**src/rtl/request_latch.sv**
```systemverilog
// request_latch: front end of the elevator controller.
// Synchronizes and debounces the raw car (internal) and hall (external) buttons
// for floors 1-9, latches each qualified press as a sticky pending request, and
// runs a door dwell at any requested floor the car reaches. When the dwell
// completes, the requests for that floor are cleared.
//
// Optional feature macro: REQ_CANCEL_EN
//   defined   : a press on an already-set internal request bit clears it (toggle)
//   undefined : repeat presses are ignored; bits clear only through service
//
// Ports
//   clk                in   system clock, rising edge
//   reset              in   asynchronous, active-high; clears all state
//   int_buttons[8:0]   in   raw car buttons, bit n = floor n+1, asynchronous
//   ext_buttons[8:0]   in   raw hall buttons, bit n = floor n+1, asynchronous
//   current_floor[3:0] in   1..9 = at that floor, 0 or >9 = between floors
//   internal_requests  out  latched pending car requests
//   external_requests  out  latched pending hall requests
//   door_open          out  high while dwelling at a requested floor
//   serviced           out  one-cycle pulse when a floor's requests are cleared
module request_latch #(
  parameter int unsigned DEBOUNCE_CYCLES = 4,
  parameter int unsigned DWELL_CYCLES    = 8,
  parameter int unsigned CNT_W           = 8
) (
  input  logic       clk,
  input  logic       reset,
  input  logic [8:0] int_buttons,
  input  logic [8:0] ext_buttons,
  input  logic [3:0] current_floor,
  output logic [8:0] internal_requests,
  output logic [8:0] external_requests,
  output logic       door_open,
  output logic       serviced
);

  localparam int unsigned NUM_FLOORS = 9;
  localparam int unsigned NUM_BTN    = 2 * NUM_FLOORS;
  localparam logic [CNT_W-1:0] DEB_MAX  = CNT_W'(DEBOUNCE_CYCLES);
  localparam logic [CNT_W-1:0] DEB_LAST = CNT_W'(DEBOUNCE_CYCLES - 1);
  localparam logic [CNT_W-1:0] DWELL_LOAD = CNT_W'(DWELL_CYCLES - 1);

  typedef enum logic {
    IDLE  = 1'b0,
    DWELL = 1'b1
  } state_t;

  state_t                  state_q, state_d;
  logic [NUM_BTN-1:0]      sync1_q, sync1_d;
  logic [NUM_BTN-1:0]      sync2_q, sync2_d;
  logic [CNT_W-1:0]        deb_cnt_q [NUM_BTN];
  logic [CNT_W-1:0]        deb_cnt_d [NUM_BTN];
  logic [NUM_FLOORS-1:0]   int_req_q, int_req_d;
  logic [NUM_FLOORS-1:0]   ext_req_q, ext_req_d;
  logic [3:0]              floor_q, floor_d;
  logic [CNT_W-1:0]        dwell_q, dwell_d;
  logic                    door_open_q, door_open_d;
  logic                    serviced_q, serviced_d;

  logic [NUM_BTN-1:0]      press_c;
  logic                    floor_valid_c;
  logic [NUM_FLOORS-1:0]   floor_oh_c;
  logic [NUM_FLOORS-1:0]   clear_c;

  // Synchronizers and per-button debounce counters; press_c pulses on the
  // edge where a counter reaches DEBOUNCE_CYCLES, then the counter saturates.
  always_comb begin
    sync1_d = {ext_buttons, int_buttons};
    sync2_d = sync1_q;
    for (int i = 0; i < NUM_BTN; i++) begin
      press_c[i]   = 1'b0;
      deb_cnt_d[i] = deb_cnt_q[i];
      if (!sync2_q[i]) begin
        deb_cnt_d[i] = '0;
      end else if (deb_cnt_q[i] != DEB_MAX) begin
        deb_cnt_d[i] = deb_cnt_q[i] + CNT_W'(1);
        press_c[i]   = (deb_cnt_q[i] == DEB_LAST);
      end
    end
  end

  // Current floor decode: one-hot of the floor the car sits at, or zero.
  always_comb begin
    floor_valid_c = (current_floor >= 4'd1) && (current_floor <= 4'd9);
    floor_oh_c    = '0;
    if (floor_valid_c) begin
      floor_oh_c = NUM_FLOORS'(1) << (current_floor - 4'd1);
    end
  end

  // Service FSM plus request bookkeeping; a clear on the service edge wins
  // over a press for the same floor on that edge.
  always_comb begin
    state_d     = state_q;
    floor_d     = floor_q;
    dwell_d     = dwell_q;
    door_open_d = 1'b0;
    serviced_d  = 1'b0;
    clear_c     = '0;

    case (state_q)
      IDLE: begin
        if (floor_valid_c && |((int_req_q | ext_req_q) & floor_oh_c)) begin
          state_d     = DWELL;
          floor_d     = current_floor;
          dwell_d     = DWELL_LOAD;
          door_open_d = 1'b1;
        end
      end
      DWELL: begin
        if (current_floor != floor_q) begin
          // Car left mid-dwell: abandon without clearing.
          state_d = IDLE;
        end else if (dwell_q == '0) begin
          state_d    = IDLE;
          serviced_d = 1'b1;
          clear_c    = NUM_FLOORS'(1) << (floor_q - 4'd1);
        end else begin
          dwell_d     = dwell_q - CNT_W'(1);
          door_open_d = 1'b1;
        end
      end
      default: begin
        state_d = IDLE;
      end
    endcase

`ifdef REQ_CANCEL_EN
    int_req_d = int_req_q ^ press_c[NUM_FLOORS-1:0];
`else
    int_req_d = int_req_q | press_c[NUM_FLOORS-1:0];
`endif
    ext_req_d = ext_req_q | press_c[NUM_BTN-1:NUM_FLOORS];
    int_req_d = int_req_d & ~clear_c;
    ext_req_d = ext_req_d & ~clear_c;
  end

  // All state, including the FSM and its registered outputs.
  always_ff @(posedge clk or posedge reset) begin
    if (reset) begin
      state_q     <= IDLE;
      sync1_q     <= '0;
      sync2_q     <= '0;
      for (int i = 0; i < NUM_BTN; i++) begin
        deb_cnt_q[i] <= '0;
      end
      int_req_q   <= '0;
      ext_req_q   <= '0;
      floor_q     <= '0;
      dwell_q     <= '0;
      door_open_q <= 1'b0;
      serviced_q  <= 1'b0;
    end else begin
      state_q     <= state_d;
      sync1_q     <= sync1_d;
      sync2_q     <= sync2_d;
      for (int i = 0; i < NUM_BTN; i++) begin
        deb_cnt_q[i] <= deb_cnt_d[i];
      end
      int_req_q   <= int_req_d;
      ext_req_q   <= ext_req_d;
      floor_q     <= floor_d;
      dwell_q     <= dwell_d;
      door_open_q <= door_open_d;
      serviced_q  <= serviced_d;
    end
  end

  assign internal_requests = int_req_q;
  assign external_requests = ext_req_q;
  assign door_open         = door_open_q;
  assign serviced          = serviced_q;

endmodule

```
**config.mk**
```make
export PLATFORM = sky130hd
export DESIGN_NAME = request_latch
export DESIGN_NICKNAME = d
export VERILOG_FILES = /design/src/rtl/request_latch.sv
export SDC_FILE = /design/constraint.sdc
export NUM_CORES = 1
export LEC_CHECK = 0
export BUFFER_PORTS_ARGS = -buffer_cell sky130_fd_sc_hd__buf_2
export CAP_MARGIN = 0
export CORE_ASPECT_RATIO = 1.5
export CORE_UTILIZATION = 31
export CTS_BUF_LIST = sky130_fd_sc_hd__clkbuf_2 sky130_fd_sc_hd__clkbuf_4 sky130_fd_sc_hd__clkbuf_8
export DETAILED_ROUTE_END_ITERATION = 10
export GPL_ROUTABILITY_DRIVEN = 0
export PLACE_DENSITY_LB_ADDON = 0.25
export REMOVE_ABC_BUFFERS = 1
export SKIP_LAST_GASP = 1
export SYNTH_ARGS = -nofsm -noshare
export SYNTH_HDL_FRONTEND = slang
export SYNTH_SLANG_ARGS = --single-unit
```
**constraint.sdc**
```tcl
create_clock -name clk -period 5.6 [get_ports clk]
set_input_delay 0.28 -clock clk [delete_from_list [all_inputs] [get_ports clk]]
set_output_delay 0.28 -clock clk [all_outputs]
set_load 0.05 [all_outputs]
```
Word-level counts from Yosys, hierarchy flattened
Index checks and enable logic that the tools add are counted.
{ "op_classes": {"order_cmp": 2, "div_mod_pow": 0, "n_mux": 87, "bitwise": 8, "eq_ne": 58, "mul": 0, "n_reduce_logical": 6, "add_sub_neg": 21, "shift": 2} }
{ "ops": {"columns": ["cell", "count"], "rows": [
  ["2-to-1 mux 8 bit", 39],
  ["adder 8 x 1 -> 8 bit, second input constant", 18],
  ["== test 8 x 2 -> 1 bit, second input constant", 18],
  ["inequality test 8 x 3 -> 1 bit, second input constant", 18],
  ["2-to-1 mux 1 bit", 42],
  ["2-to-1 mux 9 bit", 4],
  ["inequality test 2 x 1 -> 1 bit, second input constant", 18],
  ["bitwise AND 9 bit", 3],
  ["OR 9 bit", 3],
  ["<< shifter 1 x 4 -> 9 bit, first input constant", 2],
  ["case mux 8 bit (2 select lines)", 1],
  ["NOT 9 bit", 1],
  ["OR reduction 9 bit", 1],
  ["zero test 8 bit", 1],
  ["subtractor 4 x 1 -> 4 bit, second input constant", 2],
  ["subtractor 8 x 1 -> 8 bit, second input constant", 1],
  ["inequality test 2 bit, second input constant", 3],
  [">= comparator 4 x 1 -> 1 bit, second input constant", 1],
  ["less-or-equal comparator 4 bit, second input constant", 1],
  ["inequality test 4 bit", 1],
  ["AND reduction 3 bit", 1],
  ["logical AND 1 bit", 2],
  ["case mux 1 bit (2 select lines)", 1],
  ["AND reduction 2 bit", 1],
  ["NOT 1 bit", 1]
]} }
{ "word_totals": {"mem_count": 0, "reg_bits": 212, "latchBits": 0, "elab_cells": 210, "out_inout_bits": 20, "ram_bits": 0, "inputBits": 24, "romBits": 0} }

Logic depth before layout (Yosys ltp)
Gate-level depths: netlist of run 1.
{ "logic_depth": {"ltp_word": 8, "mapped_depth": 8, "ltp_nobuf": 7} }

Least setup slack after synthesis of run 1
Ideal clock, no wire load.
{ "synth_path": {"path_kind": "reg2reg", "start": "reg ext_req_q[2], in the netlist external_requests[2]", "end": "reg floor_q[1]", "slack_ns": 3.425, "setup_time_ns": 0.148, "t_arrival_ns": 2.027, "required_ns": 5.452, "synth_period_minus_slack_ns": 2.175, "path_buffers": 1, "path_stages_with_launch": 7, "path_cell_list": "dfrtp_1 > nor2_1 > a2111oi_0 > a2111oi_4 > o22ai_2 > buf_6 > o221ai_1"} }
{ "synth_via": {"elab_chain_len": 5} }
{ "synth_rtl": {"columns": ["element", "line_no", "rtl"], "rows": [
  ["from (decl)", "54", "logic [NUM_FLOORS-1:0] ext_req_q, ext_req_d;"],
  ["from (signal assigned)", "161", "ext_req_q <= ext_req_d;"],
  ["OR 9 bit", "103", "if (floor_valid_c && |((int_req_q | ext_req_q) & floor_oh_c)) begin"],
  ["bitwise AND 9 bit", "103", null],
  ["OR reduction 9 bit", "103", null],
  ["logical AND 1 bit", "103", null],
  ["AND reduction 2 bit (no line)", null, null],
  ["to (signal assigned)", "162", "floor_q <= floor_d;"],
  ["to (decl)", "55", "logic [3:0] floor_q, floor_d;"]
]} }
Every way passes these cells.
A chain may end at the register's enable or synchronous reset.

Worst setup path in the final report of run 1
{ "layout_path": {"start": "reg int_req_q[2], in the netlist internal_requests[2]", "end": "reg floor_q[1]"} }
{ "layout_via": {"elab_chain_len": 5} }
{ "layout_rtl": {"columns": ["element", "line_no", "rtl"], "rows": [
  ["from (decl)", "53", "logic [NUM_FLOORS-1:0] int_req_q, int_req_d;"],
  ["from (signal assigned)", "160", "int_req_q <= int_req_d;"],
  ["OR 9 bit", "103", null],
  ["bitwise AND 9 bit", "103", null],
  ["OR reduction 9 bit", "103", null],
  ["logical AND 1 bit", "103", null],
  ["AND reduction 2 bit (no line)", null, null]
]} }
Every way passes these cells.

==> results of run 1 <==
flip-flops by register name, summed over array words and instances, names as in the netlist:
register,count
deb_cnt_q,144
sync1_q,18
sync2_q,18
external_requests,9
internal_requests,9
dwell_q,8
floor_q,4
door_open,1
serviced,1
through the flow:
step / instance area (sq um) / total power, uW / hold WS (ps)
final: 11800 / 3530 / 162
after global placement: 10800 / 2050 / 332
after CTS: 11800 / 3620 / 111
after detailed placement: 10800 / 2050 / 335
after floorplan: 10100 / 1960 / 311
after global routing: 11800 / 3750 / 154
worst paths after layout:
check,to,slack [ps],cells after the start
worst min register to register,sync2_q[10]$_DFF_PP0_,340,0
worst max register to register,floor_q[1]$_DFFE_PP0P_,3420,5
min in group asynchronous,deb_cnt_q[104]$_DFFE_PP0P_,360,3
worst min-delay path,floor_q[0]$_DFFE_PP0P_,160,3
max in group asynchronous,deb_cnt_q[86]$_DFFE_PP0P_,3850,4
worst max-delay path,floor_q[1]$_DFFE_PP0P_,3420,5
routing by layer:
layer | vias up | track usage (%) | wire length (microns)
met5 | - | 0 | 0
met4 | 0 | 5.80 | 643
met3 | 42 | 2.85 | 730
met2 | 92 | 22.4 | 10200
met1 | 3461 | 15.2 | 8650
li1 | 3548 | - | -
worst register-to-register path: stages, from the launching register on:
cell       delay (ps)
dfrtp_1           360
nor2_1             80
a2111oi_0         870
a2111oi_4          60
o22ai_2           470
o221ai_1          210
synth_stat cells, drive strengths merged, types with 3 or more instances:
cell / number
a21boi: 21
or2: 3
o21ai: 28
dfrtp: 212
nand4: 19
xnor2: 94
or3: 28
inv: 51
nor2b: 19
nor2: 84
nor4: 10
o211a: 4
nand2b: 5
clkbuf: 15
mux2i: 9
nor3: 10
buf: 3
and3: 38
a21oi: 20
a31oi: 18
nand3: 64
and2: 86
or4: 17
nand2: 68
ha: 37
report_power, final:
part | switching (uW) | internal, uW
clock network | 636 | 862
logic | 186 | 142
registers | 94.6 | 1610
total | 917 | 2610
cell families (layout without fill, tap and decap cells):
logic type	Yosys count	count (layout)	share of synthesized area (%)
AO/OA/AOI/OAI	110	110	7.46
XOR/XNOR	96	96	8.29
adder cells (fa/ha/maj)	37	37	4.56
buffers and inverters	69	179	2.71
flip-flops	212	212	52.3
multiplexers	9	9	0.888
other	0	1	0
AND/OR/NAND/NOR	455	455	23.8
final cells by class:
class	count	area (sq um)	share of cell area [%]
sequential	212	5310	45.0
multi-input combinational	707	4560	38.7
clock buffer	54	712	6.04
tap	410	513	4.35
timing repair buffer	64	420	3.57
inverter	51	199	1.69
clock inverter	10	75.1	0.637
antenna	1	2.50	0.0212
==> reports/results.ini, run 1 <==
[die]
pin_count = 44
dieHeight_microns = 224
rows = 80
coreArea_sq_um = 32000
dieArea_sq_um = 33500
die_x_microns = 150
initial_core_util_pct = 31.7

[logic_synthesis]
synth_top_area_share_pct = 52.3
synth_flop_cell = dfrtp_1
syn_inst = 988
synth_cell_types = 53
seq_area_frac_synth_pct = 52.3
async_reset_ff_share_pct = 100
ys_seq_elements = 212
avgSynthCellArea_sq_um = 10.3
post-synth-top-area-cell = dfrtp_1
netlist_top_cells_area = dfrtp_1, xnor2_1, and2_1
yosys_warnings = 0
synth_area_sq_um = 10100
synth_edf_count = 0

[grt]
antenna_found_initial = 1
grt_pass1_wl_microns = 35000
grtUsageTotal_pct = 13.0
grt_pass1_vias = 7276
grt.overflow.total = 0
grt_max_degree = 79

[critical_path]
r2r-start = internal_requests[2]$_DFF_PP0_
startpoint = internal_requests[2]$_DFF_PP0_
critPathMaxFanout = 11
worst-path-buf-inv = 0
slowest_delay_ps = 860
critPathLaunchType = register
worst-setup-path-type = reg -> reg
critical_path.top_delay_family = compound AO/OA/AOI/OAI gates
cpMaxStageDelayCell = a2111oi_0
worstPathCellList = nor2_1 > a2111oi_0 > a2111oi_4 > o22ai_2 > o221ai_1
crit_path_end_kind = register
cp.arrival_ps = 2560
cp.required_ps = 5980

[clock_network]
clk_pin_slew_worst_paths_ps = 60
clkLatencyLatePin_ps = 540
cts.hold.buffers_added = 19
clock_path_buffers = 3
h-tree-depth = 2
cts_resized = 0
cts_tree = built
cts_setup_buffers = 0
cts_sinks = 212
cts_root_buf = clkbuf_8
cts_buffers = 38

[cells_and_area]
fill_cells = 3198
drive_gt1_share_pct = 11.3
layout_common_cells = dfrtp_1, xnor2_1, and2_1, nor2_1, nand2_1
post-route-util_pct = 36.8
final_common_cell = dfrtp_1
layout.cells.non_filler = 1509
area_growth_syn_to_layout_pct = 16.2
fin_nets = 1135

[detailed_routing]
wire_per_inst_microns = 13.4
drt_wl_total_microns = 20200
drtAntennaViolNets = 0
viasPerCell = 4.73
drc = 0
via_count = 7143
drt_pre_antenna_iters = 4
drt_iter0_markers = 269

[run]
maxCapViolations = 0

[sta]
slew_viol_final = 0
worst_slack_ps = 3420
setup-tns-final_ps = 0
min_period_ps = 2180
tightest_slew_ps = 977
relSlewSlack_pct = 33.2
rsz0062_at_grt = no
finalSetupViolations = 0
hold_viol = 0
max_freq_ghz = 0.458
skew_ps = 18.3
fin_crit_sh_pct = 39.0

[place]
io_buffers = 43
dp_cells = 1425
detailed_place_hpwl_microns = 13900
preCtsSetupSlack_ps = 3240

[min_path]
hp-class = in -> reg
min_from = current_floor[0]

[power]
power.leakage_uw = 0.00523
power.density_nw_per_um2 = 299
vdd.ir_drop.worst_mv = 0.140

[status]
status = completed

Power figures use the tool's default switching activity.
==> run 2: changes to the inputs <==
==> constraint.sdc (replaced) <==
create_clock -name clk -period 1.8 [get_ports clk]
set_input_delay 0.09 -clock clk [delete_from_list [all_inputs] [get_ports clk]]
set_output_delay 0.09 -clock clk [all_outputs]
set_load 0.05 [all_outputs]
==> reports/results.ini, run 2 (synthesis results as in run 1) <==
[status]
status = complete, but fails checks
violations = setup timing

[place]
io_buffers = 43
preCtsSetupSlack_ps = -153
detailed_place_hpwl_microns = 15200

[critical_path]
critPathLaunchType = register
cp.required_ps = 2230
crit_path_end_kind = register
timing.rr.end = dwell_q[1]$_DFFE_PP0P_
ff2ff_path_depth = 6
critPathMaxFanout = 2
worst-setup-path-type = reg -> reg
reg2reg_setup_slack_ps = -120
cp.arrival_ps = 2350
r2r-start = external_requests[5]$_DFF_PP0_

[power]
p_sw_share_pct = 26.3
pwr-share-comb_pct = 12.1
power.density_nw_per_um2 = 861
power.share.clock_pct = 40.9
power.leakage_uw = 0.00589
p_seq_share_pct = 47.0
vdd.ir_drop.worst_mv = 0.437
p_sw_uw = 2950
internal-power_uw = 8270

[sta]
setup-tns-final_ps = -1220
hold_viol = 0
slew_viol_final = 0
relSlewSlack_pct = 68.0
skew_ps = 15.0
hold_slack_ps = 134
worst_slack_ps = -119
rsz0062_at_grt = yes
min_period_ps = 1920
finalSetupViolations = 22
tightest_slew_ps = 476
fin_crit_sh_pct = 107
max_freq_ghz = 0.521

[grt]
grt_pass1_wl_microns = 37700
grt_max_degree = 62
antenna_found_initial = 1
grt_pass1_vias = 7957
grt.overflow.total = 0
grtUsageTotal_pct = 13.9

[min_path]
whs_path_depth = 5
hold_path_end = floor_q[1]$_DFFE_PP0P_
min_from = current_floor[2]
hp-class = in -> reg

[clock_network]
h-tree-depth = 2
cts_sinks = 212
clock_path_buffers = 3
cts_root_buf = clkbuf_8
cts_tree = built
cts_buffers = 37
clk_pin_slew_worst_paths_ps = 60
clkLatencyLatePin_ps = 540

[cells_and_area]
top_register = deb_cnt_q
area_growth_syn_to_layout_pct = 28.5
reg.largest.list = deb_cnt_q (144), sync1_q (18), sync2_q (18)
layout_common_cells = dfrtp_1, buf_4, xnor2_1, and2_1, nor2_1
fill_cells = 3181
drive_gt1_share_pct = 23.8
fin_nets = 1250
final_common_cell = dfrtp_1
largest_reg_flops = 144

[die]
pin_count = 44
dieArea_sq_um = 33500
die_x_microns = 150
coreArea_sq_um = 32000
rows = 80
initial_core_util_pct = 31.7
dieHeight_microns = 224

[detailed_routing]
drt-met1-wl_microns = 8840
drc = 0
top_layer_used = met4
drt_pre_antenna_iters = 4
drtAntennaViolNets = 0
drt_wl_total_microns = 21800
via_count = 7578
wl_met3_microns = 771
wire_per_inst_microns = 13.4
met2_length_microns = 11500
viasPerCell = 4.66
drt_iter0_markers = 232

[run]
maxCapViolations = 0

[run 2: cell count changes in the layout (fill, tap and decap cells not counted), moves of 8 or more]
cell | previous run | this run
buf_4 | 2 | 100
buf_6 | 0 | 12
nor2_1 | 84 | 69
nor2_4 | 0 | 9
or3_1 | 28 | 20
or3_4 | 0 | 8
[run 2: final cells by class]
cell class / count / area [sq um] / share of cell area [%]
Antenna cell: 1 / 2.50 / 0.0192
Clock buffer: 59 / 749 / 5.75
Clock inverter: 5 / 27.5 / 0.211
Inverter: 51 / 199 / 1.53
Multi-Input combinational cell: 707 / 4850 / 37.2
Sequential cell: 212 / 5310 / 40.7
Tap cell: 410 / 513 / 3.93
Timing Repair Buffer: 180 / 1390 / 10.7
[run 2: what timing repair did]
action                                  4_1_cts  5_1_grt
pin swaps                                    34       24
hold buffers                                 21        0
endpoints found under the hold margin       174        0
gates resized for setup                      40       37
buffers inserted                              5        9
endpoints found under the setup margin       55       56
[run 2: how the worst max path moves through the flow]
stage                                   startpoint                        endpoint  slack, ps  cells after the start
floorplan                                    reset        deb_cnt_q[0]$_DFFE_PP0P_      -4080                      1
global placement            dwell_q[3]$_DFFE_PP0P_  external_requests[8]$_DFF_PP0_       -150                      5
detailed placement          dwell_q[3]$_DFFE_PP0P_  external_requests[8]$_DFF_PP0_       -150                      5
CTS                         dwell_q[6]$_DFFE_PP0P_  external_requests[0]$_DFF_PP0_       -140                      6
global route        external_requests[5]$_DFF_PP0_          dwell_q[6]$_DFFE_PP0P_       -200                      7
finish              external_requests[5]$_DFF_PP0_          dwell_q[1]$_DFFE_PP0P_       -120                      6
[run 2: through the flow]
step           area, sq um  total power [uW]  utilization [%]  std cells
2_1_floorplan        10100              6090                -        970
3_3_place_gp         11600              6550             36.3       1526
3_5_place_dp         11600              6570             36.3       1526
4_1_cts              12800             11400             40.0       1616
5_1_grt              13000             11900             40.7       1625
6_report             13000             11200             40.7       1625
[run 2: layer usage]
| metal | track usage, % | vias up |
|---|---|---|
| li1 | - | 3772 |
| met4 | 6.32 | 0 |
| met2 | 24.9 | 98 |
| met3 | 2.85 | 43 |
| met5 | 0 | - |
| met1 | 15.7 | 3665 |
[run 2: power groups by stage]
stage,clock [uW],combinational [uW],sequential [uW]
2_1_floorplan,0,771,5320
3_3_place_gp,0,1190,5360
3_5_place_dp,0,1210,5360
4_1_cts,4830,1330,5280
5_1_grt,5020,1540,5320
6_report,4600,1360,5270
[run 2: critical path, stage by stage (launching register included)]
cell       delay (ps)
dfrtp_1           380
or3b_4            420
o211a_1           190
a2111oi_4         270
buf_4             190
nor2_2             50
o32a_1            310
==> run 3: changes to the inputs <==
--- a/config.mk
+++ b/config.mk
@@ -13,6 +13,7 @@
 export DETAILED_ROUTE_END_ITERATION = 10
 export GPL_ROUTABILITY_DRIVEN = 0
 export PLACE_DENSITY_LB_ADDON = 0.25
+export RECOVER_POWER = 25
 export REMOVE_ABC_BUFFERS = 1
 export SKIP_LAST_GASP = 1
 export SYNTH_ARGS = -nofsm -noshare
==> reports/results.ini, run 3 (synthesis results as in run 1) <==
[cells_and_area]
fin_area_sq_um = 13000
largest_reg_flops = 144
drive_gt1_share_pct = 23.6
layout.cells.non_filler = 1625
final_common_cell = dfrtp_1
fin_nets = 1250
area_growth_syn_to_layout_pct = 28.3
top_register = deb_cnt_q
layout_common_cells = dfrtp_1, buf_4, xnor2_1, and2_1, nor2_1
reg.largest.list = deb_cnt_q (144), sync1_q (18), sync2_q (18)

[critical_path]
crit_path_end_kind = register
cp.arrival_ps = 2350
cpMaxStageDelayCell = or3b_4
cp.required_ps = 2230
worst-path-buf-inv = 1
critPathMaxFanout = 2
worst-setup-path-type = reg -> reg
critical_path.top_delay_family = compound AO/OA/AOI/OAI gates
critPathLaunchType = register
slowest_delay_ps = 420
worstPathCellList = or3b_4 > o211a_1 > a2111oi_4 > buf_4 > nor2_2 > o32a_1

[die]
pin_count = 44
dieHeight_microns = 224
initial_core_util_pct = 31.7
coreArea_sq_um = 32000
die_x_microns = 150
dieArea_sq_um = 33500
rows = 80

[clock_network]
cts_sinks = 212
cts_root_buf = clkbuf_8
clkLatencyLatePin_ps = 540
cts_buffers = 37
h-tree-depth = 2
clock_path_buffers = 3
cts_tree = built
clk_pin_slew_worst_paths_ps = 60

[detailed_routing]
drc = 0
drtAntennaViolNets = 0
drt_iter0_markers = 244
wire_per_inst_microns = 13.4
drt_pre_antenna_iters = 4
via_count = 7598
drt_wl_total_microns = 21800
viasPerCell = 4.68

[grt]
grtUsageTotal_pct = 13.9
grt_max_degree = 62
grt_pass1_vias = 7957
grt.overflow.total = 0
grt_pass1_wl_microns = 37700
antenna_found_initial = 1

[power]
power.leakage_uw = 0.00588
power.density_nw_per_um2 = 862
vdd.ir_drop.worst_mv = 0.437

[sta]
hold_slack_ps = 135
rsz0062_at_grt = yes
fin_crit_sh_pct = 107
worst_slack_ps = -120
slew_viol_final = 0
max_freq_ghz = 0.521
finalSetupViolations = 22
hold_viol = 0
setup-tns-final_ps = -1220
tightest_slew_ps = 1390
skew_ps = 14.8
min_period_ps = 1920
relSlewSlack_pct = 7.36

[place]
dpl_cell_area_sq_um = 11600
preCtsSetupSlack_ps = -153
detailed_place_hpwl_microns = 15200
io_buffers = 43
dp_cells = 1526

[min_path]
hp-class = in -> reg

[run]
maxCapViolations = 0

[status]
violations = setup timing
status = complete, but fails checks

run 3: final cells by class:
class	count	area (sq um)
Clock buffer	59	749
Timing Repair Buffer	180	1380
Tap cell	410	513
Inverter	51	191
Fill cell	3186	19000
Clock inverter	5	27.5
Antenna cell	1	2.50
Sequential cell	212	5310
Multi-Input combinational cell	707	4850
run 3: layer usage:
layer	track usage, %	vias to the layer above	part of all wire (%)
met3	2.85	43	3.5
li1	-	3773	-
met5	0	-	0
met2	24.9	102	53
met4	6.32	0	3.1
met1	15.7	3680	41
run 3: where the power goes:
| group | leakage, uW | switching (uW) | internal [uW] |
|---|---|---|---|
| logic | 0.00274 | 718 | 634 |
| registers | 0.00272 | 266 | 5010 |
| clock network | 0.000414 | 1970 | 2630 |
run 3: worst reg2reg max path, delay by kind of cell (launching register included):
kind	cells	cell delay (ps)
flip-flops	1	380
AO/OA/AOI/OAI	3	770
buffers and inverters	1	190
AND/OR/NAND/NOR	2	470
run 3: repair_timing:
item / in CTS / in global routing
hold endpoints to repair: 174 / 0
pin swaps: 34 / 24
hold buffers: 21 / 0
setup buffers: 5 / 9
endpoints found under the setup margin: 55 / 56
gates resized for setup: 40 / 37
gates cloned: 0 / 0
run 3: stage by stage:
step | total power (uW) | utilization (%)
5_1_grt | 11900 | 40.6
3_5_place_dp | 6570 | 36.3
2_1_floorplan | 6090 | -
3_3_place_gp | 6550 | 36.3
6_report | 11200 | 40.6
4_1_cts | 11400 | 40.0
run 3: worst paths after layout:
path / from / to / slack, ps / depth (start not counted)
min in group asynchronous: reset / deb_cnt_q[108]$_DFFE_PP0P_ / 510 / 3
max in group asynchronous: reset / deb_cnt_q[19]$_DFFE_PP0P_ / 310 / 4
max reg2reg: external_requests[5]$_DFF_PP0_ / dwell_q[1]$_DFFE_PP0P_ / -120 / 6
min reg2reg: sync1_q[4]$_DFF_PP0_ / sync2_q[4]$_DFF_PP0_ / 350 / 0
max: external_requests[5]$_DFF_PP0_ / dwell_q[1]$_DFFE_PP0P_ / -120 / 6
min: current_floor[2] / floor_q[1]$_DFFE_PP0P_ / 130 / 5
